### src/rtl/pc_ctrl.sv
// Front-end redirect arbiter and stall/flush controller.
// Picks one redirect per cycle, drives pipeline hold levels, times the wrong-path squash and owns EPC.
module pc_ctrl #(
  parameter int unsigned ADDR_W       = 32,
  parameter int unsigned FLUSH_CYCLES = 2
) (
  input  logic              clk,
  input  logic              rst_n,
  input  logic [2:0]        ex_jump_cause_i,
  input  logic [ADDR_W-1:0] ex_jump_from_addr_i,
  input  logic [ADDR_W-1:0] ex_jump_to_addr_i,
  input  logic [ADDR_W-1:0] ex_pc_i,
  input  logic              ex_valid_i,
  input  logic              exc_req_i,
  input  logic [ADDR_W-1:0] trap_vec_i,
  input  logic              irq_req_i,
  input  logic [ADDR_W-1:0] irq_vec_i,
  input  logic              mret_i,
  input  logic              mem_busy_i,
  input  logic              md_busy_i,
  input  logic              ld_use_i,
  output logic [2:0]        jump_cause_o,
  output logic [ADDR_W-1:0] jump_from_addr_o,
  output logic [ADDR_W-1:0] jump_to_addr_o,
  output logic [2:0]        hold_flag_o,
  output logic              flush_o,
  output logic              irq_ack_o,
  output logic [ADDR_W-1:0] epc_o,
  output logic              in_trap_o
);

  localparam int unsigned CNT_W = 3;
  localparam logic [2:0] CAUSE_NONE = 3'd0;
  localparam logic [2:0] CAUSE_IRQ  = 3'd4;
  localparam logic [2:0] CAUSE_EXC  = 3'd5;

  typedef enum logic [1:0] {S_RUN, S_FLUSH, S_STALL} state_e;

  state_e             r_state;
  state_e             w_state_nxt;
  logic [CNT_W-1:0]   r_cnt;
  logic [CNT_W-1:0]   w_cnt_nxt;
  logic               r_flush;
  logic               r_in_trap;
  logic [ADDR_W-1:0]  r_epc;

  logic [2:0] w_hold_lvl;
  logic       w_hold_any;
  logic       w_in_flush;
  logic       w_exc_take;
  logic       w_ex_take;
  logic       w_irq_take;
  logic       w_redirect;

  // Hazard level and redirect arbitration; wrong-path requests are ignored while flushing.
  always_comb begin
    w_hold_lvl = 3'b000;
    if (mem_busy_i || md_busy_i) w_hold_lvl = 3'b111;
    else if (ld_use_i)           w_hold_lvl = 3'b011;
    w_hold_any = |w_hold_lvl;
    w_in_flush = (r_state == S_FLUSH);
    w_exc_take = rst_n && exc_req_i && ex_valid_i && !w_in_flush;
    w_ex_take  = rst_n && (ex_jump_cause_i != CAUSE_NONE) && ex_valid_i
                 && !w_in_flush && !w_exc_take;
    w_irq_take = rst_n && irq_req_i && !r_in_trap && (r_state == S_RUN)
                 && !w_hold_any && ex_valid_i && !w_exc_take && !w_ex_take;
    w_redirect = w_exc_take || w_ex_take || w_irq_take;
  end

  always_ff @(posedge clk or negedge rst_n) begin
    if (!rst_n) begin
      r_state <= S_RUN;
      r_cnt   <= '0;
    end else begin
      r_state <= w_state_nxt;
      r_cnt   <= w_cnt_nxt;
    end
  end

  // Next state and squash counter.
  always_comb begin
    w_state_nxt = r_state;
    w_cnt_nxt   = r_cnt;
    unique case (r_state)
      S_RUN: begin
        if (w_redirect) begin
          w_state_nxt = S_FLUSH;
          w_cnt_nxt   = CNT_W'(FLUSH_CYCLES - 1);
        end else if (w_hold_any) begin
          w_state_nxt = S_STALL;
        end
      end
      S_STALL: begin
        if (w_exc_take || w_ex_take) begin
          w_state_nxt = S_FLUSH;
          w_cnt_nxt   = CNT_W'(FLUSH_CYCLES - 1);
        end else if (!w_hold_any) begin
          w_state_nxt = S_RUN;
        end
      end
      S_FLUSH: begin
        if (r_cnt == '0) w_state_nxt = w_hold_any ? S_STALL : S_RUN;
        else             w_cnt_nxt   = r_cnt - CNT_W'(1);
      end
      default: begin
        w_state_nxt = S_RUN;
        w_cnt_nxt   = '0;
      end
    endcase
  end

  // Same-cycle redirect payload and hold levels.
  always_comb begin
    jump_cause_o     = CAUSE_NONE;
    jump_from_addr_o = '0;
    jump_to_addr_o   = '0;
    irq_ack_o        = 1'b0;
    hold_flag_o      = '0;
    if (w_exc_take) begin
      jump_cause_o     = CAUSE_EXC;
      jump_from_addr_o = ex_pc_i;
      jump_to_addr_o   = trap_vec_i;
    end else if (w_ex_take) begin
      jump_cause_o     = ex_jump_cause_i;
      jump_from_addr_o = ex_jump_from_addr_i;
      jump_to_addr_o   = ex_jump_to_addr_i;
    end else if (w_irq_take) begin
      jump_cause_o     = CAUSE_IRQ;
      jump_from_addr_o = ex_pc_i;
      jump_to_addr_o   = irq_vec_i;
      irq_ack_o        = 1'b1;
    end
    if (rst_n && !w_redirect && !w_in_flush) hold_flag_o = w_hold_lvl;
  end

  // Registered squash flag and trap bookkeeping; trap entry beats a coincident mret.
  always_ff @(posedge clk or negedge rst_n) begin
    if (!rst_n) begin
      r_flush   <= 1'b0;
      r_in_trap <= 1'b0;
      r_epc     <= '0;
    end else begin
      r_flush <= (w_state_nxt == S_FLUSH);
      if (w_exc_take || w_irq_take) begin
        r_epc     <= ex_pc_i;
        r_in_trap <= 1'b1;
      end else if (mret_i) begin
        r_in_trap <= 1'b0;
      end
    end
  end

  assign flush_o   = r_flush;
  assign in_trap_o = r_in_trap;
  assign epc_o     = r_epc;

endmodule
### config.mk
export PLATFORM = sky130hd
export DESIGN_NAME = pc_ctrl
export DESIGN_NICKNAME = d
export VERILOG_FILES = /design/src/rtl/pc_ctrl.sv
export SDC_FILE = /design/constraint.sdc
export NUM_CORES = 1
export LEC_CHECK = 0
export CORE_AREA = 2 2 106 108
export CTS_BUF_LIST = sky130_fd_sc_hd__clkbuf_4
export DETAILED_ROUTE_END_ITERATION = 10
export DIE_AREA = 0 0 108 110
export HOLD_SLACK_MARGIN = 0.05
export PLACE_DENSITY = 0.73
export SLEW_MARGIN = 15
export SYNTH_ARGS = -nofsm -noshare
export SYNTH_HDL_FRONTEND = slang
export SYNTH_SLANG_ARGS = --single-unit
### constraint.sdc
create_clock -name clk -period 4.21 [get_ports clk]
set_clock_uncertainty 0.15 [all_clocks]
set_input_delay 1.0525 -clock clk [delete_from_list [all_inputs] [get_ports clk]]
set_output_delay 1.0525 -clock clk [all_outputs]
set_load 0.05 [all_outputs]
==> impl_metrics.env, run 1 <==
export IMPL_status="complete, no violations"
export IMPL_cts_path_max_buffers=2
export IMPL_io_pins=277
export IMPL_r2r_cells=6
export IMPL_drive_gt1_share_pct=31.9
export IMPL_fin_util_pct=63.1
export IMPL_grt_pass1_vias=3752
export IMPL_synth_simple_area_share_pct=16.8
export IMPL_fin_ws_ns=0.0696
export IMPL_grt_max_degree=45
export IMPL_std_cell_rows=38
export IMPL_r2r_start="r_state[0]"
export IMPL_power_leakage_nw=2.65
export IMPL_critical_path_required_ns=3.01
export IMPL_wl_per_cell_um=18.9
export IMPL_crit_path_cell_trace="buf_2 > or4_4 > a2111oi_4 > buf_4 > buf_12 > buf_16 > nand2_1 > a21oi_2 > buf_12"
export IMPL_synth_cells=299
export IMPL_port_buffers=276
export IMPL_viasPerCell=5.00
export IMPL_cp_common_cell="buf_12"
export IMPL_synth_seq_cells=39
export IMPL_max_stage_delay_ns=0.56
export IMPL_yosys_warnings=0
export IMPL_synth_top_area_share_pct=36.7
export IMPL_place_inst=708
export IMPL_synth_seq_area_share_pct=36.7
export IMPL_critPathMaxFanout=8
export IMPL_die_x_um=108
export IMPL_finalHoldViolCount=0
export IMPL_clock_latency_ns=0.35
export IMPL_clock_fmax_mhz=242
export IMPL_antenna_cells=0
export IMPL_reg2reg_slack_ns=1.70
export IMPL_hold_path_class="register to register"
export IMPL_syn_area_sq_um=2660
export IMPL_final_max_slew_viol_count=0
export IMPL_antenna_found_initial=0
export IMPL_cp_end_kind="primary output"
export IMPL_critPathTopFamily="buffers and inverters"
export IMPL_arrival_ns=2.94
export IMPL_fin_cells=723
export IMPL_grt_pass1_wl_mm=19.7
export IMPL_cts_buffers=5
export IMPL_drv_cap=0
export IMPL_cp_endpoint="jump_to_addr_o[12]"
export IMPL_track_usage_pct=21.4
export IMPL_reg2reg_to="epc_o[2]"
export IMPL_synth_compound_area_share_pct=26.6
export IMPL_whs_ns=0.370
export IMPL_synth_area_mux_share_pct=13.6
export IMPL_startpoint_type="input port"
export IMPL_initialDrtViolationCount=172
export IMPL_drc=0
export IMPL_synth_largest_area_cell="dfrtp_1"
export IMPL_grt_ovfl_total=0
export IMPL_detail_route_antenna_nets=0
export IMPL_core_sq_um=10700
export IMPL_synthesis_nets=473
export IMPL_place_ws_ns=-0.240
export IMPL_cts_root_buf="clkbuf_4"
export IMPL_clkTransAtPathRegs_ns=0.13
export IMPL_worst_slew_pin_slew_ns=0.537
export IMPL_firstDrtPassIters=4
export IMPL_numClockSinks=39
export IMPL_area_delta_synth_final_pct=154
export IMPL_drt_wl_total_mm=13.6
export IMPL_power_density_nw_per_um2=353
export IMPL_synth_adder_area_share_pct=0.942
export IMPL_period_minus_slack_ns=4.14
export IMPL_peakVddDrop_mv=0.315
export IMPL_critPathSlowestCell="or4_4"
export IMPL_dpl_cell_area_sq_um=6510
export IMPL_routabilityCongestion=0.831
export IMPL_nets=756
export IMPL_cts_tree="done"
export IMPL_die_h_um=110
export IMPL_hpwlAfterDp_mm=10.7
export IMPL_slew_headroom_pct=64.1
export IMPL_synth_distinct_cells=36
export IMPL_cp_num_buf_inv=5
export IMPL_criticalPathCategory="input port to primary output"
export IMPL_vias=3613
export IMPL_rsz0062_at_grt="yes"
export IMPL_setup_viol=0
export IMPL_crit_cells=9
export IMPL_nFillCells=859
export IMPL_die_area_sq_um=11900
export IMPL_synth_xor_area_share_pct=0
export IMPL_initial_core_util_pct=24.8
export IMPL_ctsHtreeMaxLevel=2
export IMPL_ys_top_cells_by_area="dfrtp_1, mux2_2, a22o_1"
export IMPL_synth_top_family_by_area="compound AO/OA/AOI/OAI gates"
export IMPL_fin_area_sq_um=6760
export IMPL_syn_area_per_cell_sq_um=8.89
export IMPL_fin_crit_sh_pct=98.3
export IMPL_critPathLaunch="ex_jump_cause_i[0]"
-- worst reg2reg max path: cells and delay by family (launching register included) --
family	cells	cell delay, ns
buf+inv	2	0.46
flops	1	0.62
simple gates	2	0.59
compound gates	1	0.25
mux	1	0.34
-- cell families (layout without fill, tap and decap cells) --
logic type,count (synthesis),count (layout)
flip-flops,39,39
multiplexers,32,32
AO/OA/AOI/OAI,98,98
adder cells (fa/ha/maj),2,2
AND/OR/NAND/NOR,98,98
buffers and inverters,30,314
-- layout make-up --
| class | instances | area [sq um] | area share [%] |
|---|---|---|---|
| flip-flops and latches | 39 | 976 | 14.4 |
| repair buffers | 302 | 3760 | 55.7 |
| clock inverters | 3 | 67.6 | 1.00 |
| clock buffers | 5 | 37.5 | 0.556 |
| inverters | 4 | 15.0 | 0.222 |
| multi-input cells | 230 | 1720 | 25.4 |
| well taps | 140 | 175 | 2.59 |
-- synthesized netlist by cell type --
cell / n
nor2_1: 47
dfrtp_1: 39
a22o_1: 32
mux2_2: 32
nand2_1: 26
a21oi_1: 22
o21ai_0: 21
clkbuf_1: 18
a221oi_1: 11
nor3_1: 6
buf_2: 4
inv_1: 4
buf_6: 3
and2_1: 2
and3_1: 2
ha_1: 2
nand2b_1: 2
nand3_1: 2
nor2b_1: 2
nor4_1: 2
nor4b_1: 2
o21a_1: 2
o22ai_1: 2
o32ai_1: 2
a2111oi_4: 1
a21o_1: 1
a311oi_1: 1
buf_4: 1
nand4b_1: 1
nor4_2: 1
o2111ai_1: 1
o211ai_1: 1
o31a_1: 1
or3_1: 1
or4_4: 1
or4b_4: 1
-- placed cells by master, fill, tap and decap left out, types with 2 or more instances in the layout --
cell | Yosys | routed
o21ai_0 | 21 | 21
nor3_1 | 6 | 4
inv_1 | 4 | 4
buf_4 | 1 | 18
o32ai_1 | 2 | 2
nand2_2 | 0 | 5
nor3_2 | 0 | 2
bufinv_16 | 0 | 2
nand2b_1 | 2 | 2
a21oi_4 | 0 | 4
ha_1 | 2 | 2
nand2_1 | 26 | 20
nor4b_1 | 2 | 2
mux2_2 | 32 | 32
o22ai_1 | 2 | 2
a22o_1 | 32 | 32
dfrtp_1 | 39 | 39
clkbuf_2 | 0 | 2
buf_12 | 0 | 76
clkdlybuf4s50_1 | 0 | 197
buf_16 | 0 | 2
nand3_1 | 2 | 2
nor2_2 | 0 | 9
nor2_1 | 47 | 38
a221oi_1 | 11 | 11
clkbuf_4 | 0 | 5
nor2b_1 | 2 | 2
and2_1 | 2 | 2
o21a_1 | 2 | 2
a21oi_2 | 0 | 17
and3_1 | 2 | 2
buf_2 | 4 | 3
-- what timing repair did --
item | 4_1_cts | 5_1_grt
setup buffers | 4 | 2
setup endpoints to repair | 32 | 32
hold buffers | 0 | 0
gates resized for setup | 13 | 19
cloned | 3 | 0
pin swaps | 12 | 18
-- state kept, by name, indices dropped and copies added (netlist names) --
register   flops
epc_o         32
flush_o        1
r_cnt          3
r_state        2
in_trap_o      1
-- worst min-delay path by stage --
stage / startpoint / endpoint / slack (ns) / cells past startpoint
after CTS: epc_o[1] / epc_o[1] / 0.37 / 1
after global routing: epc_o[31] / epc_o[31] / 0.39 / 1
after floorplan: r_cnt[2] / r_cnt[2] / 0.32 / 1
final: epc_o[5] / epc_o[5] / 0.37 / 1
after global placement: r_cnt[2] / r_cnt[2] / 0.34 / 1
after detailed placement: epc_o[1] / epc_o[1] / 0.34 / 1
-- stage by stage --
| stage | total power, W | setup TNS (ns) |
|---|---|---|
| 2_1_floorplan | 0.00136 | -0.00921 |
| 3_3_place_gp | 0.00204 | -4.80 |
| 3_5_place_dp | 0.00207 | -6.43 |
| 4_1_cts | 0.00240 | 0 |
| 5_1_grt | 0.00248 | -0.0263 |
| 6_report | 0.00239 | 0 |
-- routing by layer --
layer  vias to the layer above  routed length [um]  global-route usage, %
met2                       202                7120                   39.9
li1                       1671                   -                      -
met1                      1725                4740                   22.4
met5                         -                   0                      0
met4                         0                 260                   6.78
met3                        15                1530                   8.00
-- report_power, final --
group          switching [W]  total, W  internal [W]
clock network       0.000137  0.000321      0.000185
logic               0.000837   0.00150      0.000668
registers          0.0000741  0.000561      0.000487
(Power assumes the default switching activity.)
==> run 2, diff against run 1 <==
--- a/config.mk
+++ b/config.mk
@@ -5,12 +5,12 @@
 export SDC_FILE = /design/constraint.sdc
 export NUM_CORES = 1
 export LEC_CHECK = 0
-export CORE_AREA = 2 2 106 108
+export CORE_AREA = 2 2 132 70
 export CTS_BUF_LIST = sky130_fd_sc_hd__clkbuf_4
 export DETAILED_ROUTE_END_ITERATION = 10
-export DIE_AREA = 0 0 108 110
+export DIE_AREA = 0 0 134 72
 export HOLD_SLACK_MARGIN = 0.05
-export PLACE_DENSITY = 0.73
+export PLACE_DENSITY = 0.89
 export SLEW_MARGIN = 15
 export SYNTH_ARGS = -nofsm -noshare
 export SYNTH_HDL_FRONTEND = slang
==> impl_metrics.env, run 2 (same netlist as run 1, synthesis figures left out) <==
export IMPL_largest_reg_flops=32
export IMPL_multi_input_area_sq_um=1820
export IMPL_use_met3_pct=11.2
export IMPL_core_sq_um=8440
export IMPL_numClockSinks=39
export IMPL_cp_endpoint="jump_to_addr_o[11]"
export IMPL_drv_cap=0
export IMPL_final_common_cell="clkdlybuf4s50_1"
export IMPL_setup_viol=0
export IMPL_power_density_nw_per_um2=347
export IMPL_cts_root_buf="clkbuf_4"
export IMPL_crit_path_cell_trace="dlygate4sd2_1 > or4_4 > a2111oi_4 > buf_6 > buf_12 > buf_16 > nand2_2 > a21oi_2 > buf_12"
export IMPL_port_buffers=276
export IMPL_grt_max_degree=40
export IMPL_die_h_um=72
export IMPL_worst_slew_pin_slew_ns=0.567
export IMPL_seq_area_sq_um=976
export IMPL_die_area_sq_um=9650
export IMPL_cts_tree="done"
export IMPL_use_met2_pct=53.0
export IMPL_place_inst=685
export IMPL_finalHoldViolCount=0
export IMPL_max_stage_delay_ns=0.44
export IMPL_antenna_found_initial=2
export IMPL_cp_end_kind="primary output"
export IMPL_drt_wl_total_mm=15.0
export IMPL_grt_pass1_wl_mm=22.2
export IMPL_arrival_ns=2.96
export IMPL_wl_per_cell_um=21.5
export IMPL_cts_buffers=5
export IMPL_holdBufCountCts=0
export IMPL_cp_num_buf_inv=5
export IMPL_firstDrtPassIters=5
export IMPL_status="complete, no violations"
export IMPL_period_minus_slack_ns=4.16
export IMPL_critPathMaxFanout=8
export IMPL_ctsHtreeMaxLevel=2
export IMPL_cp_common_cell="buf_12"
export IMPL_clkTransAtPathRegs_ns=0.12
export IMPL_reg2reg_slack_ns=1.75
export IMPL_fin_crit_sh_pct=98.8
export IMPL_initialDrtViolationCount=172
export IMPL_detail_route_antenna_nets=0
export IMPL_r2r_start="r_state[0]"
export IMPL_critical_path_required_ns=3.01
export IMPL_power_leakage_nw=2.67
export IMPL_nets=755
export IMPL_r2r_cells=5
export IMPL_final_max_slew_viol_count=0
export IMPL_vias=3706
export IMPL_hold_path_class="input port to asynchronous set/reset pin"
export IMPL_use_met1_pct=36.2
export IMPL_critPathLaunch="exc_req_i"
export IMPL_fin_cells=699
export IMPL_nFillCells=494
export IMPL_clock_fmax_mhz=240
export IMPL_reg2reg_to="epc_o[31]"
export IMPL_routabilityCongestion=0.989
export IMPL_initial_core_util_pct=31.5
export IMPL_drive_gt1_share_pct=34.2
export IMPL_peakVddDrop_mv=0.325
export IMPL_hpwlAfterDp_mm=11.6
export IMPL_busiest_layer="met2"
export IMPL_final_cell_mix="clkdlybuf4s50_1, buf_12, dfrtp_1, nor2_1"
export IMPL_clock_latency_ns=0.36
export IMPL_rsz0062_at_grt="no"
export IMPL_startpoint_type="input port"
export IMPL_grt_pass1_vias=3903
export IMPL_area_delta_synth_final_pct=156
export IMPL_io_pins=277
export IMPL_tns_ns=0
export IMPL_std_cell_rows=24
export IMPL_grt_ovfl_total=0
export IMPL_viasPerCell=5.30
export IMPL_drc=0
export IMPL_die_x_um=134
export IMPL_cts_path_max_buffers=2
export IMPL_criticalPathCategory="input port to primary output"
export IMPL_critPathTopFamily="buffers and inverters"
export IMPL_slew_headroom_pct=62.1
export IMPL_crit_cells=9
export IMPL_critPathSlowestCell="or4_4"
export IMPL_track_usage_pct=30.4
export IMPL_antenna_cells=0
-- run 2: metrics by stage --
| stage | cell area (sq um) | util (%) | hold WS (ns) | total power, W | setup slack, ns |
|---|---|---|---|---|---|
| 3_3_place_gp | 6480 | 76.8 | 0.337 | 0.00203 | -0.142 |
| 5_1_grt | 6800 | 80.6 | 0.294 | 0.00245 | 0.00548 |
| 6_report | 6800 | 80.6 | 0.325 | 0.00236 | 0.0501 |
| 4_1_cts | 6780 | 80.4 | 0.302 | 0.00236 | -0.0283 |
| 2_1_floorplan | 2780 | - | 0.324 | 0.00136 | -0.00921 |
| 3_5_place_dp | 6480 | 76.8 | 0.345 | 0.00208 | -0.262 |
-- run 2: worst min path at each step --
stage               from  slack (ns)        end  cells after the start
2_1_floorplan   r_cnt[2]        0.32   r_cnt[2]                      1
3_3_place_gp    r_cnt[2]        0.34   r_cnt[2]                      1
3_5_place_dp   epc_o[14]        0.34  epc_o[14]                      1
4_1_cts            rst_n        0.30  in_trap_o                      1
5_1_grt            rst_n        0.29  in_trap_o                      1
6_report           rst_n        0.33  in_trap_o                      1
-- run 2: area by class of cell --
type                       instances  area share (%)
inverter                           4           0.221
sequential                        39            14.4
clock buffer                       5           0.552
timing repair buffer             301            55.3
clock inverter                     3           0.626
tap                              117            2.15
multi-input combinational        230            26.8
-- run 2: worst register-to-register path, stage by stage, from the launching register on --
cell	delay, ns
dfrtp_1	0.64
nor2b_1	0.52
o2111ai_2	0.27
nand2_2	0.19
buf_12	0.21
mux2_2	0.38
-- run 2: layer usage --
layer,vias up,routed length (um)
met2,186,7440
met3,33,1390
met4,4,312
met5,-,27
met1,1811,5850
li1,1672,-
-- run 2: timing repair --
| item | in CTS | in global routing |
|---|---|---|
| gates cloned | 3 | 0 |
| pin swaps | 22 | 18 |
| resized for setup | 24 | 29 |
| hold endpoints to repair | 0 | 0 |
| setup buffers | 6 | 0 |
| setup endpoints to repair | 34 | 36 |
-- run 2: where the power goes --
| part | internal (W) | leakage, nW | switching [W] |
|---|---|---|---|
| registers | 0.000487 | 0.466 | 0.0000783 |
| logic | 0.000671 | 2.16 | 0.000858 |
| clock network | 0.000125 | 0.0432 | 0.000139 |
==> run 3, diff against run 2 <==
--- a/config.mk
+++ b/config.mk
@@ -5,12 +5,12 @@
 export SDC_FILE = /design/constraint.sdc
 export NUM_CORES = 1
 export LEC_CHECK = 0
-export CORE_AREA = 2 2 132 70
+export CORE_AREA = 2 2 106 108
 export CTS_BUF_LIST = sky130_fd_sc_hd__clkbuf_4
 export DETAILED_ROUTE_END_ITERATION = 10
-export DIE_AREA = 0 0 134 72
+export DIE_AREA = 0 0 108 110
 export HOLD_SLACK_MARGIN = 0.05
-export PLACE_DENSITY = 0.89
+export PLACE_DENSITY = 0.73
 export SLEW_MARGIN = 15
 export SYNTH_ARGS = -nofsm -noshare
 export SYNTH_HDL_FRONTEND = slang
==> results of run 3 <==
No change in the layout: final DEF, timing and power equal those of run 1.
